## config.mk

```make
export PLATFORM = sky130hd
export DESIGN_NAME = video_scan_gen
export DESIGN_NICKNAME = d
export VERILOG_FILES = /design/src/rtl/video_timing_pkg.sv /design/src/rtl/video_delay_line.sv /design/src/rtl/video_scan_gen.sv
export SDC_FILE = /design/constraint.sdc
export NUM_CORES = 1
export LEC_CHECK = 0
export BUFFER_PORTS_ARGS = -buffer_cell sky130_fd_sc_hd__buf_2
export CORE_AREA = 2 2 94 96
export CTS_CLUSTER_DIAMETER = 120
export CTS_CLUSTER_SIZE = 10
export DETAILED_ROUTE_END_ITERATION = 8
export DIE_AREA = 0 0 96 98
export SYNTH_ARGS = -nofsm -noshare
export SYNTH_HDL_FRONTEND = slang
export SYNTH_SLANG_ARGS = --single-unit
```

## constraint.sdc

```tcl
create_clock -name clk_i -period 1.7 [get_ports clk_i]
set_input_delay 0.34 -clock clk_i [delete_from_list [all_inputs] [get_ports clk_i]]
set_output_delay 0.34 -clock clk_i [all_outputs]
set_load 0.005 [all_outputs]
```

## src/rtl/video_timing_pkg.sv

```systemverilog
// rtl/video_timing_pkg.sv - shared timing types and helpers for the raster scan generator
//   scale_e      : pixel replication factor latched once per frame
//   region_t     : sync window and total count of one scan axis
//   total_count  : active + front porch + sync + back porch
//   region_map   : sync window boundaries and total from the four widths
//   scale_decode : raw 2-bit scale input to scale_e (3 saturates to 4x)
//   scale_shift  : scale_e to coordinate right-shift amount
package video_timing_pkg;

  typedef enum logic [1:0] {
    SCALE_1X = 2'd0,
    SCALE_2X = 2'd1,
    SCALE_4X = 2'd2
  } scale_e;

  typedef struct packed {
    int unsigned sync_start;
    int unsigned sync_end;
    int unsigned total;
  } region_t;

  function automatic int unsigned total_count(input int unsigned active, input int unsigned fp,
                                              input int unsigned sync, input int unsigned bp);
    return active + fp + sync + bp;
  endfunction

  // Regions run active, front porch, sync, back porch; sync is [sync_start, sync_end).
  function automatic region_t region_map(input int unsigned active, input int unsigned fp,
                                         input int unsigned sync, input int unsigned bp);
    region_t r;
    r.sync_start = active + fp;
    r.sync_end   = active + fp + sync;
    r.total      = total_count(active, fp, sync, bp);
    return r;
  endfunction

  function automatic scale_e scale_decode(input logic [1:0] raw);
    case (raw)
      2'd0:    return SCALE_1X;
      2'd1:    return SCALE_2X;
      default: return SCALE_4X;
    endcase
  endfunction

  function automatic logic [1:0] scale_shift(input scale_e s);
    case (s)
      SCALE_2X: return 2'd1;
      SCALE_4X: return 2'd2;
      default:  return 2'd0;
    endcase
  endfunction

endpackage

```

## src/rtl/video_delay_line.sv

```systemverilog
// rtl/video_delay_line.sv - enable-gated shift register used to latency-match sync/active to fetched pixels
//   i_clk   : clock
//   i_rstn  : synchronous active-low reset, clears every stage
//   i_en    : shift strobe; stages hold when low
//   i_data  : value entering stage 0
//   o_data  : value leaving the last stage, DEPTH strobes after entry
module video_delay_line #(
  parameter int WIDTH = 3,
  parameter int DEPTH = 2
) (
  input  logic             i_clk,
  input  logic             i_rstn,
  input  logic             i_en,
  input  logic [WIDTH-1:0] i_data,
  output logic [WIDTH-1:0] o_data
);

  logic [WIDTH-1:0] r_stage [DEPTH];

  always_ff @(posedge i_clk) begin
    if (!i_rstn) begin
      for (int i = 0; i < DEPTH; i++) begin
        r_stage[i] <= '0;
      end
    end else if (i_en) begin
      r_stage[0] <= i_data;
      for (int i = 1; i < DEPTH; i++) begin
        r_stage[i] <= r_stage[i-1];
      end
    end
  end

  assign o_data = r_stage[DEPTH-1];

endmodule

```

## src/rtl/video_scan_gen.sv

```systemverilog
// rtl/video_scan_gen.sv - parametrised raster scan generator with look-ahead framebuffer fetch
//   clk_i, rst_i        : clock, synchronous active-low reset
//   en_i                : pixel tick strobe, all scan state advances only on ticks
//   scale_i             : pixel replication (0=1x, 1=2x, 2/3=4x), latched at frame origin
//   line_cmp_i          : line number that raises line_irq_o at the end of its active part
//   pix_i               : fetched pixel, FETCH_LAT ticks after the fetch was issued
//   fetch_o/_x_o/_y_o   : fetch request and scaled coordinates, one tick after the counters
//   h_sync_o, v_sync_o  : syncs with programmable active level
//   video_en_o, video_o : data enable and pixel, aligned with the syncs
//   frame_start_o       : one-cycle pulse after the origin tick
//   line_irq_o          : one-cycle pulse after the line-compare tick
module video_scan_gen
  import video_timing_pkg::*;
#(
  parameter int H_ACTIVE  = 640,
  parameter int H_FP      = 16,
  parameter int H_SYNC    = 96,
  parameter int H_BP      = 48,
  parameter int V_ACTIVE  = 480,
  parameter int V_FP      = 10,
  parameter int V_SYNC    = 2,
  parameter int V_BP      = 33,
  parameter bit HS_POL    = 1'b0,
  parameter bit VS_POL    = 1'b0,
  parameter int PIX_BITS  = 1,
  parameter int FETCH_LAT = 2,
  parameter int X_W       = 10,
  parameter int Y_W       = 10
) (
  input  logic                clk_i,
  input  logic                rst_i,
  input  logic                en_i,
  input  logic [1:0]          scale_i,
  input  logic [Y_W-1:0]      line_cmp_i,
  input  logic [PIX_BITS-1:0] pix_i,
  output logic                fetch_o,
  output logic [X_W-1:0]      fetch_x_o,
  output logic [Y_W-1:0]      fetch_y_o,
  output logic                h_sync_o,
  output logic                v_sync_o,
  output logic                video_en_o,
  output logic [PIX_BITS-1:0] video_o,
  output logic                frame_start_o,
  output logic                line_irq_o
);

  localparam region_t H_RGN = region_map(H_ACTIVE, H_FP, H_SYNC, H_BP);
  localparam region_t V_RGN = region_map(V_ACTIVE, V_FP, V_SYNC, V_BP);

  logic [X_W-1:0]      r_h_cnt;
  logic [Y_W-1:0]      r_v_cnt;
  scale_e              r_scale;
  logic                r_fetch;
  logic [X_W-1:0]      r_fetch_x;
  logic [Y_W-1:0]      r_fetch_y;
  logic                r_h_sync;
  logic                r_v_sync;
  logic                r_video_en;
  logic [PIX_BITS-1:0] r_video;
  logic                r_frame_start;
  logic                r_line_irq;

  logic                w_h_last;
  logic                w_v_last;
  logic                w_active;
  logic                w_hs_raw;
  logic                w_vs_raw;
  logic                w_origin;
  logic                w_line_hit;
  logic [1:0]          w_shift;
  logic [2:0]          w_dly;

  assign w_h_last   = (r_h_cnt == X_W'(H_RGN.total - 1));
  assign w_v_last   = (r_v_cnt == Y_W'(V_RGN.total - 1));
  assign w_active   = (r_h_cnt < X_W'(H_ACTIVE)) && (r_v_cnt < Y_W'(V_ACTIVE));
  assign w_hs_raw   = (r_h_cnt >= X_W'(H_RGN.sync_start)) && (r_h_cnt < X_W'(H_RGN.sync_end));
  assign w_vs_raw   = (r_v_cnt >= Y_W'(V_RGN.sync_start)) && (r_v_cnt < Y_W'(V_RGN.sync_end));
  assign w_origin   = (r_h_cnt == '0) && (r_v_cnt == '0);
  // A compare value at or beyond V total never equals v_cnt, so it stays silent.
  assign w_line_hit = (r_h_cnt == X_W'(H_ACTIVE)) && (r_v_cnt == line_cmp_i);
  // The origin tick still uses the previous frame's scale; its coordinates are 0 either way.
  assign w_shift    = scale_shift(r_scale);

  always_ff @(posedge clk_i) begin
    if (!rst_i) begin
      r_h_cnt <= '0;
      r_v_cnt <= '0;
    end else if (en_i) begin
      if (w_h_last) begin
        r_h_cnt <= '0;
        r_v_cnt <= w_v_last ? '0 : r_v_cnt + 1'b1;
      end else begin
        r_h_cnt <= r_h_cnt + 1'b1;
      end
    end
  end

  // Latching only at the origin keeps a whole frame at one scale, so no tearing.
  always_ff @(posedge clk_i) begin
    if (!rst_i) begin
      r_scale <= SCALE_1X;
    end else if (en_i && w_origin) begin
      r_scale <= scale_decode(scale_i);
    end
  end

  always_ff @(posedge clk_i) begin
    if (!rst_i) begin
      r_fetch   <= 1'b0;
      r_fetch_x <= '0;
      r_fetch_y <= '0;
    end else if (en_i) begin
      r_fetch <= w_active;
      if (w_active) begin
        r_fetch_x <= r_h_cnt >> w_shift;
        r_fetch_y <= r_v_cnt >> w_shift;
      end
    end
  end

  // Pulses are cleared on every clk_i so they stay one cycle wide under a gated en_i.
  always_ff @(posedge clk_i) begin
    if (!rst_i) begin
      r_frame_start <= 1'b0;
      r_line_irq    <= 1'b0;
    end else begin
      r_frame_start <= en_i && w_origin;
      r_line_irq    <= en_i && w_line_hit;
    end
  end

  // FETCH_LAT stages plus the output register line the syncs up with the returned pixel.
  video_delay_line #(
    .WIDTH(3),
    .DEPTH(FETCH_LAT)
  ) u_delay (
    .i_clk (clk_i),
    .i_rstn(rst_i),
    .i_en  (en_i),
    .i_data({w_hs_raw, w_vs_raw, w_active}),
    .o_data(w_dly)
  );

  always_ff @(posedge clk_i) begin
    if (!rst_i) begin
      r_h_sync   <= ~HS_POL;
      r_v_sync   <= ~VS_POL;
      r_video_en <= 1'b0;
      r_video    <= '0;
    end else if (en_i) begin
      r_h_sync   <= w_dly[2] ? HS_POL : ~HS_POL;
      r_v_sync   <= w_dly[1] ? VS_POL : ~VS_POL;
      r_video_en <= w_dly[0];
      r_video    <= w_dly[0] ? pix_i : '0;
    end
  end

  assign fetch_o       = r_fetch;
  assign fetch_x_o     = r_fetch_x;
  assign fetch_y_o     = r_fetch_y;
  assign h_sync_o      = r_h_sync;
  assign v_sync_o      = r_v_sync;
  assign video_en_o    = r_video_en;
  assign video_o       = r_video;
  assign frame_start_o = r_frame_start;
  assign line_irq_o    = r_line_irq;

endmodule

```

==> impl_results.md <==
* Worst Path Arrival at 1.72 ns
* Largest family of logic cells by synthesized area: simple AND/OR/NAND/NOR gates
* Reg power frac at 57.2%
* Routed vias/inst at 5.22
* Status: finished, final reports clean
* All-Layer GR Usage at 16.2%
* Post-Syn Instances at 329
* Post-Syn Nets at 349
* Fin crit period at 1.58 ns
* Main synth FF type: dfxtp_1
* First-pass GRT wire length at 12200 um
* Clock power share at 29.7%
* Worst Path Max Fanout at 4
* Hold Fails Final Rpt at 0
* Worst setup SP type: register
* Die X at 96 um
* R2r worst-path depth at 3
* Adder-cell share of the synthesized area at 1.73%
* CP Class: reg -> reg
* Hold Buf Count CTS at 0
* Final count of pins violating max slew at 0
* Sw Share at 26.1%
* TritonCTS clock tree: yes
* Total power at 2.42 mW
* Max-slew headroom at 73.1%
* Gp weighted congestion at 0.863
* Max-Cap Viols at 0
* Hpwl dp at 5430 um
* Post-layout nets at 399
* Synth async-reset ratio at 0%
* IO Count at 43
* Unrepaired setup endpoints after global routing: false
* Critical path data required time at 1.83 ns
* Worst hold-check path type: in -> reg
* Worst Slack Setup Final at 0.116 ns
* Vias in the first global route at 2458
* Skew-Pair Late Insertion Delay at 0.31 ns
* Simple-Gate Fraction of Synth Area at 22.5%
* DRC viols at 0
* Post-synth EDFFs at 6
* Filler cells at 864
* Pleak at 1.54 nW
* Grt ovf at 0
* Worst slew pin tran at 0.403 ns
* Post-synthesis cell area at 2890 um2
* Antenna-violating nets left at 0
* Core area at 8470 um2
* Total wire length at 7400 um
* Post-synth top cells: dfxtp_1 (49), nor2_1 (33), o21ai_0 (21), nand2_1 (20)
* Initial DRT Pass Iterations at 4
* Synth Area in XOR/XNOR at 5.77%
* Worst reg2reg setup slack at 0.12 ns
* Post-synthesis compound-gate area fraction at 19.0%
* H-tree Lvls at 2
* Netlist cell types at 50
* Final period util at 93.2%
* Internal power at 1.79 mW
* Row count at 34
* Fin Setup TNS at 0 ns
* Post-synthesis sequential area ratio at 40.2%
* Hold depth at 3
* Reg2Reg Capture Point: u_delay.r_stage[0][1]
* DIE AREA at 9410 um2
* Starting DRT DRC Count at 86
* Worst vdd ir at 0.424 mV
* Chip height at 98 um
* Synth area leader: dfxtp_1
* Area delta synth->final at 18.4%
* Routed WL per cell at 15.2 um
* Area share of the largest cell type after synthesis at 34.0%
* # diodes at 0
* Setup-failing EPs final at 0
* Worst setup EP type: register
* Largest cells by area after synthesis: dfxtp_1 (34%), edfxtp_1 (6.2%), o211a_1 (5.6%)
* Via Count at 2547
* Setup Skew at 0.00652 ns
* Reg2reg start: r_v_cnt[5]
* FMAX at 0.631 GHz
* Switching power at 0.633 mW
* Post-Place Setup Slack at -0.133 ns
* IO buf count at 42
* Top-count cell post-synth: dfxtp_1
* Antenna violations before repair at 0
* Hold_sp: pix_i
* Clk slew on worst S/H paths at 0.10 ns
* Mux share of post-synthesis cell area at 2.78%
* Pwr dens at 709 nW/um2
* Yosys Warn Count at 0
* Largest net degree at the start of global routing at 27
* Worst Hold End: video_o
* Syn avg cell area at 8.77 um2
* FF+latch count, synth at 55
* Clock Path Buffers at 2
* Num CTS Buffers at 5
* Sink Count at 55
* Root Buffer Master: clkbuf_8
* Share of post-route cells with drive strength above 1 at 26.3%
* Logic pwr share at 13.0%
* Initial Util at 34.1%
worst max-delay path by stage:
stage / from / to / depth (start not counted)
floorplan: r_h_cnt[7] / r_v_cnt[5] / 6
global placement: en_i / r_v_cnt[7] / 6
detailed placement: en_i / u_delay.r_stage[0][2] / 4
CTS: r_h_cnt[6] / u_delay.r_stage[0][2] / 3
global route: r_h_cnt[7] / fetch_y_o[7] / 6
finish: r_v_cnt[5] / u_delay.r_stage[0][1] / 3
kinds of logic (layout without fill, tap and decap cells):
kind of cell | after synthesis | in the layout
AND/OR/NAND/NOR | 116 | 116
AO/OA/AOI/OAI | 81 | 81
flip-flops | 55 | 55
buffers and inverters | 46 | 97
XOR/XNOR | 19 | 19
multiplexers | 8 | 8
adder cells (fa/ha/maj) | 4 | 4
area by class of cell:
class | count | area [um2] | share of cell area, %
sequential | 55 | 1160 | 34.1
timing repair buffer | 81 | 503 | 14.7
multi-input combinational | 228 | 1500 | 43.9
tap | 108 | 135 | 3.95
clock inverter | 3 | 15.0 | 0.439
clock buffer | 5 | 68.8 | 2.01
inverter | 8 | 30.0 | 0.879
stage by stage:
stage / instances / util (%) / hold WS, ns / area [um2]
after CTS: 488 / 40.2 / 0.292 / 3410
after detailed placement: 480 / 39.2 / 0.417 / 3320
final: 488 / 40.4 / 0.304 / 3420
after global routing: 488 / 40.4 / 0.299 / 3420
after global placement: 480 / 39.2 / 0.418 / 3320
after floorplan: 329 / - / 0.426 / 2890
worst max-delay path, stage by stage, from the launching register on:
cell     delay [ns]
dfxtp_1        0.44
nand4_1        0.21
or4_1          0.51
nor4b_1        0.25
cell usage in the layout, fill, tap and decap left out, drive strengths merged, types with 8 or more instances in the layout:
cell,n
o21ai,23
dfxtp,49
nor2,33
xor2,9
inv,8
nand2,20
a21oi,12
nand4,12
nand3,12
o22ai,16
buf,81
o211a,16
xnor2,10
mux2i,8
sequential cells by signal (all words and copies together), names as in the netlist:
signal and cells:
video_en_o 1, r_v_cnt 10, fetch_o 1, fetch_x_o 10, r_h_cnt 10, video_o 1, v_sync_o 1, h_sync_o 1
fetch_y_o 10, r_scale 2, line_irq_o 1, u_delay.r_stage 6, frame_start_o 1
power by group through the flow:
stage	registers (mW)	logic [mW]	clock network (mW)
after floorplan	1.42	0.187	0
after global placement	1.41	0.310	0
after detailed placement	1.42	0.315	0
after CTS	1.39	0.318	0.747
after global routing	1.39	0.355	0.803
final	1.39	0.316	0.719
layer usage:
metal | wire, um | vias up | global-route usage (%) | share of wire, %
met4 | 63 | 0 | 2.97 | 0.85
li1 | - | 1281 | - | -
met3 | 312 | 9 | 3.40 | 4.2
met5 | 0 | - | 0 | 0
met1 | 3700 | 1208 | 23.4 | 50
met2 | 3330 | 49 | 25.1 | 45
timing repair:
| item | CTS | global route |
|---|---|---|
| endpoints found under the setup margin | 1 | 6 |
| gates resized for setup | 1 | 6 |
| buffers inserted | 0 | 0 |
(Power assumes the default switching activity.)
